===== src/rtl/mem_pkg.sv =====
// mem_pkg: size codes, FSM state and fault causes shared by the memory access unit.
package mem_pkg;
  localparam logic [3:0] SZ_WORD  = 4'b1111;
  localparam logic [3:0] SZ_HALF  = 4'b0011;
  localparam logic [3:0] SZ_BYTE  = 4'b0001;
  localparam logic [3:0] SZ_BYTE0 = 4'b0000;
  typedef enum logic [1:0] {IDLE, RD_REQ, WR_REQ, DONE} mau_state_t;
  localparam logic [1:0] FC_NONE     = 2'd0;
  localparam logic [1:0] FC_ILLEGAL  = 2'd1;
  localparam logic [1:0] FC_MISALIGN = 2'd2;
  localparam logic [1:0] FC_TIMEOUT  = 2'd3;
  function automatic logic size_legal(input logic [3:0] be);
    return be == SZ_WORD || be == SZ_HALF || be == SZ_BYTE || be == SZ_BYTE0;
  endfunction
endpackage


===== src/rtl/mem_lane_align.sv =====
// mem_lane_align: little-endian lane extract/extend for loads and lane merge for sub-word stores.
module mem_lane_align
  import mem_pkg::*;
(
  input  logic [31:0] word,
  input  logic [1:0]  off,
  input  logic [3:0]  size,
  input  logic        sgn,
  input  logic [31:0] data,
  output logic [31:0] ld_data,
  output logic [31:0] st_word
);
  logic [31:0] bsh, hsh, bmask, hmask;
  always_comb begin
    bsh     = word >> {off, 3'b000};
    hsh     = word >> {off[1], 4'b0000};
    bmask   = 32'h0000_00ff << {off, 3'b000};
    hmask   = 32'h0000_ffff << {off[1], 4'b0000};
    ld_data = size == SZ_WORD ? word :
              size == SZ_HALF ? {{16{sgn & hsh[15]}}, hsh[15:0]} :
                                {{24{sgn & bsh[7]}}, bsh[7:0]};
    st_word = size == SZ_WORD ? data :
              size == SZ_HALF ? (word & ~hmask) | ({16'b0, data[15:0]} << {off[1], 4'b0000}) :
                                (word & ~bmask) | ({24'b0, data[7:0]} << {off, 3'b000});
  end
endmodule


===== src/rtl/mem_access_unit.sv =====
// mem_access_unit: load/store unit driving a req/ack word memory, RMW for sub-word stores.
// Define MAU_MISALIGN_TRAP_EN to fault misaligned halfword/word accesses instead of truncating.
module mem_access_unit
  import mem_pkg::*;
#(
  parameter int ADDR_W         = 32,
  parameter int TIMEOUT_CYCLES = 255
) (
  input  logic              clk,
  input  logic              reset_n,
  input  logic              start,
  input  logic              MemW,
  input  logic              Signed,
  input  logic [3:0]        ByteEnable,
  input  logic [ADDR_W-1:0] Adr,
  input  logic [31:0]       WriteData,
  output logic [31:0]       ReadData,
  output logic              busy,
  output logic              done,
  output logic              fault,
  output logic              mem_req,
  output logic              mem_we,
  output logic [ADDR_W-1:0] mem_adr,
  output logic [31:0]       mem_wdata,
  input  logic [31:0]       mem_rdata,
  input  logic              mem_ack
);
  localparam int CW = $clog2(TIMEOUT_CYCLES + 1);
  localparam logic [CW-1:0] T_LAST = CW'(TIMEOUT_CYCLES - 1);
  mau_state_t        state;
  logic              we_r, sgn_r, mis, legal, expired;
  logic [3:0]        be_r;
  logic [ADDR_W-1:0] adr_r;
  logic [31:0]       wdata_r, ld_data, st_word;
  logic [CW-1:0]     cnt;
  logic [1:0]        cause;
  mem_lane_align u_align (
    .word(mem_rdata), .off(adr_r[1:0]), .size(be_r), .sgn(sgn_r), .data(wdata_r),
    .ld_data(ld_data), .st_word(st_word)
  );
`ifdef MAU_MISALIGN_TRAP_EN
  assign mis = (ByteEnable == SZ_HALF && Adr[0]) || (ByteEnable == SZ_WORD && Adr[1:0] != 2'b00);
`else
  assign mis = 1'b0;
`endif
  assign legal   = size_legal(ByteEnable);
  assign expired = !mem_ack && cnt == T_LAST;
  always_ff @(posedge clk or negedge reset_n) begin
    if (!reset_n) begin
      state    <= IDLE;
      we_r     <= 1'b0;
      sgn_r    <= 1'b0;
      be_r     <= '0;
      adr_r    <= '0;
      wdata_r  <= '0;
      ReadData <= '0;
      cnt      <= '0;
      cause    <= FC_NONE;
    end else begin
      case (state)
        IDLE: if (start) begin
          we_r    <= MemW;
          sgn_r   <= Signed;
          be_r    <= ByteEnable;
          adr_r   <= Adr;
          wdata_r <= WriteData;
          cnt     <= '0;
          cause   <= !legal ? FC_ILLEGAL : mis ? FC_MISALIGN : FC_NONE;
          state   <= (!legal || mis) ? DONE : (MemW && ByteEnable == SZ_WORD) ? WR_REQ : RD_REQ;
        end
        RD_REQ: if (mem_ack) begin
          cnt <= '0;
          if (we_r) begin
            wdata_r <= st_word;
            state   <= WR_REQ;
          end else begin
            ReadData <= ld_data;
            state    <= DONE;
          end
        end else if (expired) begin
          cause <= FC_TIMEOUT;
          state <= DONE;
        end else cnt <= cnt + 1'b1;
        WR_REQ: if (mem_ack) state <= DONE;
        else if (expired) begin
          cause <= FC_TIMEOUT;
          state <= DONE;
        end else cnt <= cnt + 1'b1;
        default: begin
          cause <= FC_NONE;
          state <= IDLE;
        end
      endcase
    end
  end
  assign busy      = state != IDLE;
  assign done      = state == DONE;
  assign fault     = done && cause != FC_NONE;
  assign mem_req   = state == RD_REQ || state == WR_REQ;
  assign mem_we    = state == WR_REQ;
  assign mem_adr   = {adr_r[ADDR_W-1:2], 2'b00};
  assign mem_wdata = wdata_r;
endmodule


===== config.mk =====
export PLATFORM = sky130hd
export DESIGN_NAME = mem_access_unit
export DESIGN_NICKNAME = d
export VERILOG_FILES = /design/src/rtl/mem_pkg.sv /design/src/rtl/mem_lane_align.sv /design/src/rtl/mem_access_unit.sv
export SDC_FILE = /design/constraint.sdc
export NUM_CORES = 1
export LEC_CHECK = 0
export CELL_PAD_IN_SITES_DETAIL_PLACEMENT = 1
export CELL_PAD_IN_SITES_GLOBAL_PLACEMENT = 1
export CORE_UTILIZATION = 35
export CTS_BUF_LIST = sky130_fd_sc_hd__clkbuf_16
export CTS_CLUSTER_DIAMETER = 200
export CTS_CLUSTER_SIZE = 12
export DETAILED_ROUTE_END_ITERATION = 16
export PLACE_DENSITY = 0.8
export SLEW_MARGIN = 10
export SYNTH_ARGS = -nofsm -noshare
export SYNTH_HDL_FRONTEND = slang
export SYNTH_SLANG_ARGS = --single-unit

===== constraint.sdc =====
create_clock -name clk -period 2.5 [get_ports clk]
set_clock_uncertainty 0.1 [all_clocks]
set_input_delay 0.5 -clock clk [delete_from_list [all_inputs] [get_ports clk]]
set_output_delay 0.5 -clock clk [all_outputs]
set_load 0.05 [all_outputs]

==> results of run 1 <==
## timing repair
action                     4_1_cts  5_1_grt
hold endpoints to repair        33        0
setup endpoints to repair        0       23
hold buffers                     1        0
resized for setup                0        3
## Yosys cell counts, drive strengths merged (7+ instances only)
library cell	n	area [sq um]
ha	7	87.6
a221oi	8	70.1
mux2	47	529
a22oi	10	75.1
mux2i	8	80.1
dfrtp	114	2850
buf	53	393
o211ai	9	72.6
o22ai	20	125
a31oi	9	56.3
clkbuf	12	45.0
o31ai	9	67.6
a21oi	37	196
a221o	17	170
nor2	65	256
inv	9	33.8
o21ai	16	91.3
nor3	20	100
nand2	42	160
## final cells by class
class | count | area [sq um] | share of cell area
flip-flops and latches | 114 | 2850 | 0.326
clock buffers | 17 | 425 | 0.0486
clock inverters | 13 | 194 | 0.0221
inverters | 9 | 33.8 | 0.00386
multi-input cells | 381 | 2670 | 0.304
well taps | 220 | 275 | 0.0314
repair buffers | 233 | 2310 | 0.264
## per-stage QoR
step / util / cells / hold slack [ns]
final: 0.526 / 987 / 0.395
after floorplan: - / 569 / 0.104
after global routing: 0.526 / 987 / 0.412
after detailed placement: 0.487 / 956 / 0.386
after CTS: 0.525 / 987 / 0.398
after global placement: 0.487 / 956 / 0.371
## cells by family (layout without fill, tap and decap cells)
| kind of cell | after synthesis | count (layout) | synth area share |
|---|---|---|---|
| XOR/XNOR | 7 | 7 | 0.0103 |
| multiplexers | 59 | 59 | 0.117 |
| other | 1 | 2 | 0.000628 |
| flip-flops | 114 | 114 | 0.478 |
| AO/OA/AOI/OAI | 148 | 148 | 0.179 |
| buffers and inverters | 74 | 272 | 0.0790 |
| AND/OR/NAND/NOR | 158 | 158 | 0.122 |
| adder cells (fa/ha/maj) | 7 | 7 | 0.0147 |
## power groups by stage
| stage | combinational (mW) | clock, mW | sequential (mW) |
|---|---|---|---|
| after CTS | 8.46 | 2.63 | 3.44 |
| final | 8.47 | 2.59 | 3.44 |
| after global placement | 8.10 | 0 | 3.38 |
| after detailed placement | 8.38 | 0 | 3.45 |
| after global routing | 8.94 | 2.70 | 3.53 |
| after floorplan | 4.46 | 0 | 4.83 |
## metal layers
metal | global-route usage | vias up
met4 | 0.113 | 0
met3 | 0.0544 | 54
met2 | 0.433 | 284
met5 | 0 | -
li1 | - | 2424
met1 | 0.302 | 2795
## worst min-delay path by stage
stage | end | start | cells after the start | slack, ns
after floorplan | ReadData[0] | reset_n | 0 | 0.10
after global placement | ReadData[2] | ReadData[2] | 2 | 0.37
after detailed placement | ReadData[4] | ReadData[4] | 2 | 0.39
after CTS | ReadData[4] | ReadData[4] | 2 | 0.40
after global routing | adr_r[21] | adr_r[21] | 1 | 0.41
final | ReadData[4] | ReadData[4] | 2 | 0.39
==> results.cfg, run 1 <==
[global_route]
grt_pass1_wl_um = 33800
antenna_found_initial = 0
grt_overflow_total = 0
grt_pass1_vias = 6006
grt_max_degree = 48
grt.total_usage = 0.252

[floorplanning]
fp-row-count = 47
fp.dieW_um = 133
die_area_sq_um = 17600
core_sq_um = 16600
boundaryPins = 207
start_util = 0.359
die_h_um = 133

[place]
port-buffer-count = 204
place_ws_ns = -0.0592
dp_hpwl_um = 16100
globalplace.congestion = 0.850
placed_area_sq_um = 8110

[sta]
setup_violations = 0
fin_crit_sh = 0.966
relSlewSlack = 0.494
slew_violations = 0
fmaxAchievable_mhz = 414
hold_violations = 0
worst_slew_pin_slew_ns = 0.757
rsz0062_at_grt = false
layout_min_cycle_time_ns = 2.42
setup_tns_ns = 0
setup_slack_ns = 0.0840

[power]
ir_drop_v = 0.000838
sw_frac_of_total = 0.481
powerDensity_nw_per_um2 = 1660
total_power_mw = 14.5
p_sw_mw = 6.97
internal_power_mw = 7.53
comb_power_share = 0.584
p_leak_nw = 3.64
seq_power_share = 0.237
p_clk_frac = 0.179

[route]
routed_via_density = 5.63
wl_per_cell_um = 21.8
vias = 5557
firstDrtPassIters = 5
drt-initial-drc-count = 372
wl_um = 21500
ant_nets = 0
drcViolationCount = 0
met3_length_um = 1460
drt-met1-wl_um = 8610
top_layer_used = met4
route.met2.wl_um = 10700

[critical_path]
worstPathCellList = clkdlybuf4s50_1
cp_max_fo = 6
cp-start-kind = register
worstPathBufferInverterCount = 1
cp-end-kind = primary output
cp_num_cells = 1
critical_path_class = reg -> out
cp_slowest_stage_delay_ns = 0.88
arrival_ns = 1.82
cp_top_family = buffers and inverters
reg2reg_slack_ns = 0.15
r2r-start = state[1]
critPathRequiredTime_ns = 1.90
slowest_stage = clkdlybuf4s50_1
r2r-end = ReadData[25]
rr_worst_depth = 6
critical_path.endpoint = mem_wdata[7]

[logic_synthesis]
post_synth_num_cell_types = 63
avgSynthCellArea_sq_um = 10.5
yosys_warnings = 0
yosysSeqAreaShare = 0.478
syn_inst = 568
synth_area_sq_um = 5970
ys_dominant_reg_cell = dfrtp_1
synth-seq-cells = 114
synth_edf_count = 0
async_flop_share = 1.00

[layout]
final_cell_mix = clkdlybuf4s50_1, dfrtp_1, nor2_1
area.growth.synth_to_final_pct = 46.7
mostFrequentLayoutCell = clkdlybuf4s50_1
final_area_sq_um = 8760
fillerInstances = 1781
final_nets = 869
drive_gt1_frac = 0.167
n_antenna_cell = 0

[clocking]
worstSkewPairLatency_ns = 0.42
htreeDepth = 4
clock_path_buffers = 2
cts_tree = built
root_buffer = clkbuf_16
cts.sinks = 114
post_cts_buffers = 0
cts.clk_slew.worst_paths_ns = 0.05
numCtsBuffers = 17

[run]
drv_cap = 0

[worst_hold_path]
min_path_type = reg -> reg

[status]
status = finished, final reports clean
(Power assumes the default switching activity.)
==> run 2: changes to the inputs <==
--- a/config.mk
+++ b/config.mk
@@ -7,6 +7,7 @@
 export LEC_CHECK = 0
 export CELL_PAD_IN_SITES_DETAIL_PLACEMENT = 1
 export CELL_PAD_IN_SITES_GLOBAL_PLACEMENT = 1
+export CORE_ASPECT_RATIO = 1.2
 export CORE_UTILIZATION = 35
 export CTS_BUF_LIST = sky130_fd_sc_hd__clkbuf_16
 export CTS_CLUSTER_DIAMETER = 200
==> results.cfg, run 2 (synthesized netlist as in run 1, its figures left out) <==
[route]
ant_nets = 0
drt-initial-drc-count = 248
drcViolationCount = 0
wl_um = 21100
routed_via_density = 5.50
firstDrtPassIters = 4
wl_per_cell_um = 21.5
vias = 5411

[layout]
final_core_util = 0.531
final_area_sq_um = 8750
final_cell_mix = clkdlybuf4s50_1, dfrtp_1, nor2_1
mostFrequentLayoutCell = clkdlybuf4s50_1
multi_input_area_sq_um = 2650
drive_gt1_frac = 0.167
fillerInstances = 1816
area.growth.synth_to_final_pct = 46.6
final_nets = 872
register_area_sq_um = 2850

[floorplanning]
start_util = 0.363
fp.dieW_um = 121
fp-row-count = 51
core_sq_um = 16500
boundaryPins = 207
die_h_um = 145
die_area_sq_um = 17600

[place]
port-buffer-count = 204
dp_hpwl_um = 16000
placed_area_sq_um = 8150
globalplace.congestion = 0.895

[sta]
slew_violations = 0
relSlewSlack = 0.571
rsz0062_at_grt = false
fmaxAchievable_mhz = 413
hold_violations = 0
worst_slew_pin_slew_ns = 0.644
layout_min_cycle_time_ns = 2.42
holdWs_ns = 0.0667
setup_violations = 0
fin_crit_sh = 0.968

[clocking]
cts_resized = 0
root_buffer = clkbuf_16
clock_path_buffers = 2
cts_tree = built
cts.clk_slew.worst_paths_ns = 0.06
post_cts_buffers = 0
cts.sinks = 114
htreeDepth = 4
cts_hold_buf = 0
numCtsBuffers = 17
worstSkewPairLatency_ns = 0.41

[power]
p_leak_nw = 3.65
internal_power_mw = 7.46
comb_power_share = 0.591
p_clk_frac = 0.174
powerDensity_nw_per_um2 = 1640
p_sw_mw = 6.89
seq_power_share = 0.235
ir_drop_v = 0.000912
sw_frac_of_total = 0.480

[critical_path]
cp_top_family = buffers and inverters
slowest_stage = clkdlybuf4s50_1
critical_path_class = reg -> out
critPathRequiredTime_ns = 1.90
worstPathCellList = clkdlybuf4s50_1
worstPathBufferInverterCount = 1
cp_slowest_stage_delay_ns = 0.89
cp-end-kind = primary output
cp_max_fo = 6
arrival_ns = 1.82
cp-start-kind = register

[global_route]
grt_overflow_total = 0
grt_pass1_vias = 5876
antenna_found_initial = 1
grt_max_degree = 115
grt_pass1_wl_um = 32800
grt.total_usage = 0.246

[run]
drv_cap = 0

[status]
status = finished, final reports clean

[worst_hold_path]
min_path_type = in -> async
==> run 2: path summary, 6_finish.rpt <==
| kind | slack [ns] | depth (start not counted) | start | end |
|---|---|---|---|---|
| max | 0.08 | 1 | register | mem_wdata[0] |
| min | 0.07 | 2 | reset_n | mem_wdata[20] |
| max reg2reg | 0.12 | 8 | state[0] | register |
| min reg2reg | 0.40 | 1 | mem_wdata[20] | mem_wdata[20] |
| max in group asynchronous | 1.72 | 2 | reset_n | adr_r[8] |
| min in group clk | 0.40 | 1 | mem_wdata[20] | mem_wdata[20] |
==> run 2: power by group through the flow <==
stage	Clock [mW]	Sequential, mW	Combinational (mW)
6_report	2.50	3.37	8.48
3_3_place_gp	0	3.34	8.22
3_5_place_dp	0	3.40	8.46
5_1_grt	2.61	3.48	8.93
2_1_floorplan	0	4.83	4.46
4_1_cts	2.54	3.38	8.51
==> run 2: metrics by stage <==
stage / setup TNS (ns) / worst slack (ns) / instances / power [mW]
6_report: 0 / 0.0803 / 984 / 14.3
5_1_grt: 0 / 0.00179 / 983 / 15.0
4_1_cts: 0 / 0.0788 / 983 / 14.4
3_5_place_dp: -0.0297 / -0.0278 / 952 / 11.9
3_3_place_gp: 0 / 0.104 / 952 / 11.6
2_1_floorplan: 0 / 0.119 / 569 / 9.30
==> run 2: layout make-up <==
cell class,count,share of cell area
Timing Repair Buffer,236,0.268
Antenna cell,1,0.000286
Multi-Input combinational cell,381,0.303
Tap cell,212,0.0303
Inverter,9,0.00386
Clock inverter,14,0.0197
Sequential cell,114,0.326
Clock buffer,17,0.0486
==> run 2: per-layer routing <==
layer | vias up | track usage | wire length [um]
met4 | 2 | 0.0957 | 624
met3 | 49 | 0.0539 | 1410
met2 | 253 | 0.432 | 11100
met1 | 2680 | 0.286 | 8020
met5 | - | 0 | 13
li1 | 2427 | - | -
==> run 3: changes to the inputs <==
--- a/config.mk
+++ b/config.mk
@@ -9,7 +9,7 @@
 export CELL_PAD_IN_SITES_GLOBAL_PLACEMENT = 1
 export CORE_ASPECT_RATIO = 1.2
 export CORE_UTILIZATION = 35
-export CTS_BUF_LIST = sky130_fd_sc_hd__clkbuf_16
+export CTS_BUF_LIST = sky130_fd_sc_hd__clkbuf_4 sky130_fd_sc_hd__clkbuf_8 sky130_fd_sc_hd__clkbuf_16
 export CTS_CLUSTER_DIAMETER = 200
 export CTS_CLUSTER_SIZE = 12
 export DETAILED_ROUTE_END_ITERATION = 16
==> results.cfg, run 3 (synthesized netlist as in run 1, its figures left out) <==
[status]
status = finished, final reports clean

[global_route]
grt_pass1_wl_um = 32800
grt.total_usage = 0.246
grt_overflow_total = 0
grt_max_degree = 115
antenna_found_initial = 1
grt_pass1_vias = 5870

[sta]
setup_slack_ns = 0.0831
setup_violations = 0
rsz0062_at_grt = false
hold_violations = 0
slew_violations = 0
layout_min_cycle_time_ns = 2.42
worst_slew_pin_slew_ns = 0.650
relSlewSlack = 0.567
fmaxAchievable_mhz = 414
fin_crit_sh = 0.967

[clocking]
cts_resized = 0
cts.sinks = 114
cts_tree = built
numCtsBuffers = 17
cts_hold_buf = 0
htreeDepth = 4
cts.clk_slew.worst_paths_ns = 0.06
post_cts_buffers = 0
root_buffer = clkbuf_16
clock_path_buffers = 2
worstSkewPairLatency_ns = 0.41

[power]
sw_frac_of_total = 0.477
powerDensity_nw_per_um2 = 1650
p_clk_frac = 0.179
comb_power_share = 0.588
ir_drop_v = 0.000912
p_leak_nw = 3.66
internal_power_mw = 7.55
p_sw_mw = 6.89
seq_power_share = 0.234

[run]
drv_cap = 0

[route]
wl_um = 21200
wl_per_cell_um = 21.5
route.met2.wl_um = 11100
top_layer_used = met5
ant_nets = 0
drt-met1-wl_um = 8070
drcViolationCount = 0
drt-initial-drc-count = 273
vias = 5444
routed_via_density = 5.54
firstDrtPassIters = 5
met3_length_um = 1420

[critical_path]
cp-end-kind = primary output
worstPathBufferInverterCount = 1
critical_path_class = reg -> out
cp_slowest_stage_delay_ns = 0.89
worstPathCellList = clkdlybuf4s50_1
cp_max_fo = 6
arrival_ns = 1.82
cp-start-kind = register
slowest_stage = clkdlybuf4s50_1
cp_top_family = buffers and inverters
critPathRequiredTime_ns = 1.90

[layout]
final_area_sq_um = 8770
n_antenna_cell = 0
area.growth.synth_to_final_pct = 47.0
final_cell_mix = clkdlybuf4s50_1, dfrtp_1, nor2_1
mostFrequentLayoutCell = clkdlybuf4s50_1
drive_gt1_frac = 0.173
fillerInstances = 1810
final_nets = 872
final_core_util = 0.533
final_cells = 983

[floorplanning]
start_util = 0.363
fp.dieW_um = 121
boundaryPins = 207
fp-row-count = 51
die_area_sq_um = 17600
core_sq_um = 16500
die_h_um = 145

[place]
place_inst = 952
place_ws_ns = -0.0278
placed_area_sq_um = 8150
globalplace.congestion = 0.895
port-buffer-count = 204
dp_hpwl_um = 16000

[worst_hold_path]
min_path_type = in -> async
run 3: final cells by class:
cell class / instances / area, sq um / share of cell area
Sequential cell: 114 / 2850 / 0.325
Clock buffer: 21 / 468 / 0.0533
Tap cell: 212 / 265 / 0.0302
Clock inverter: 10 / 158 / 0.0180
Multi-Input combinational cell: 381 / 2650 / 0.302
Timing Repair Buffer: 236 / 2340 / 0.267
Inverter: 9 / 33.8 / 0.00385
run 3: power by group through the flow:
| stage | logic (mW) | registers [mW] | clock network (mW) |
|---|---|---|---|
| 2_1_floorplan | 4.46 | 4.83 | 0 |
| 6_report | 8.48 | 3.37 | 2.58 |
| 4_1_cts | 8.51 | 3.38 | 2.63 |
| 3_3_place_gp | 8.22 | 3.34 | 0 |
| 5_1_grt | 8.93 | 3.48 | 2.70 |
| 3_5_place_dp | 8.46 | 3.40 | 0 |
run 3: per-layer routing:
metal / global-route usage / vias up
li1: - / 2426
met1: 0.286 / 2706
met2: 0.432 / 268
met3: 0.0539 / 42
met4: 0.0957 / 2
met5: 0 / -
run 3: worst paths after layout:
path | from | endpoint | slack, ns | depth (start not counted)
setup / recovery | register | mem_wdata[0] | 0.08 | 1
hold / removal | reset_n | mem_wdata[20] | 0.06 | 2
setup reg to reg | state[0] | register | 0.13 | 8
hold reg to reg | mem_wdata[20] | mem_wdata[20] | 0.40 | 1
max in group asynchronous | reset_n | adr_r[8] | 1.72 | 2
min in group clk | mem_wdata[20] | mem_wdata[20] | 0.40 | 1
run 3: worst register-to-register path, cell delays in order (launching register included):
cell and delay [ns]:
dfrtp_1 0.41, inv_1 0.14, ha_1 0.31, inv_1 0.14, a211oi_2 0.31, buf_4 0.24, o211ai_2 0.23, o22ai_1 0.25
a21oi_1 0.10
run 3: stage by stage:
stage	total power [mW]	hold WS, ns	TNS, ns
after floorplan	9.30	0.104	0
after global placement	11.6	0.375	0
after detailed placement	11.9	0.386	-0.0297
after CTS	14.5	0.111	0
after global routing	15.1	0.117	0
final	14.4	0.0602	0
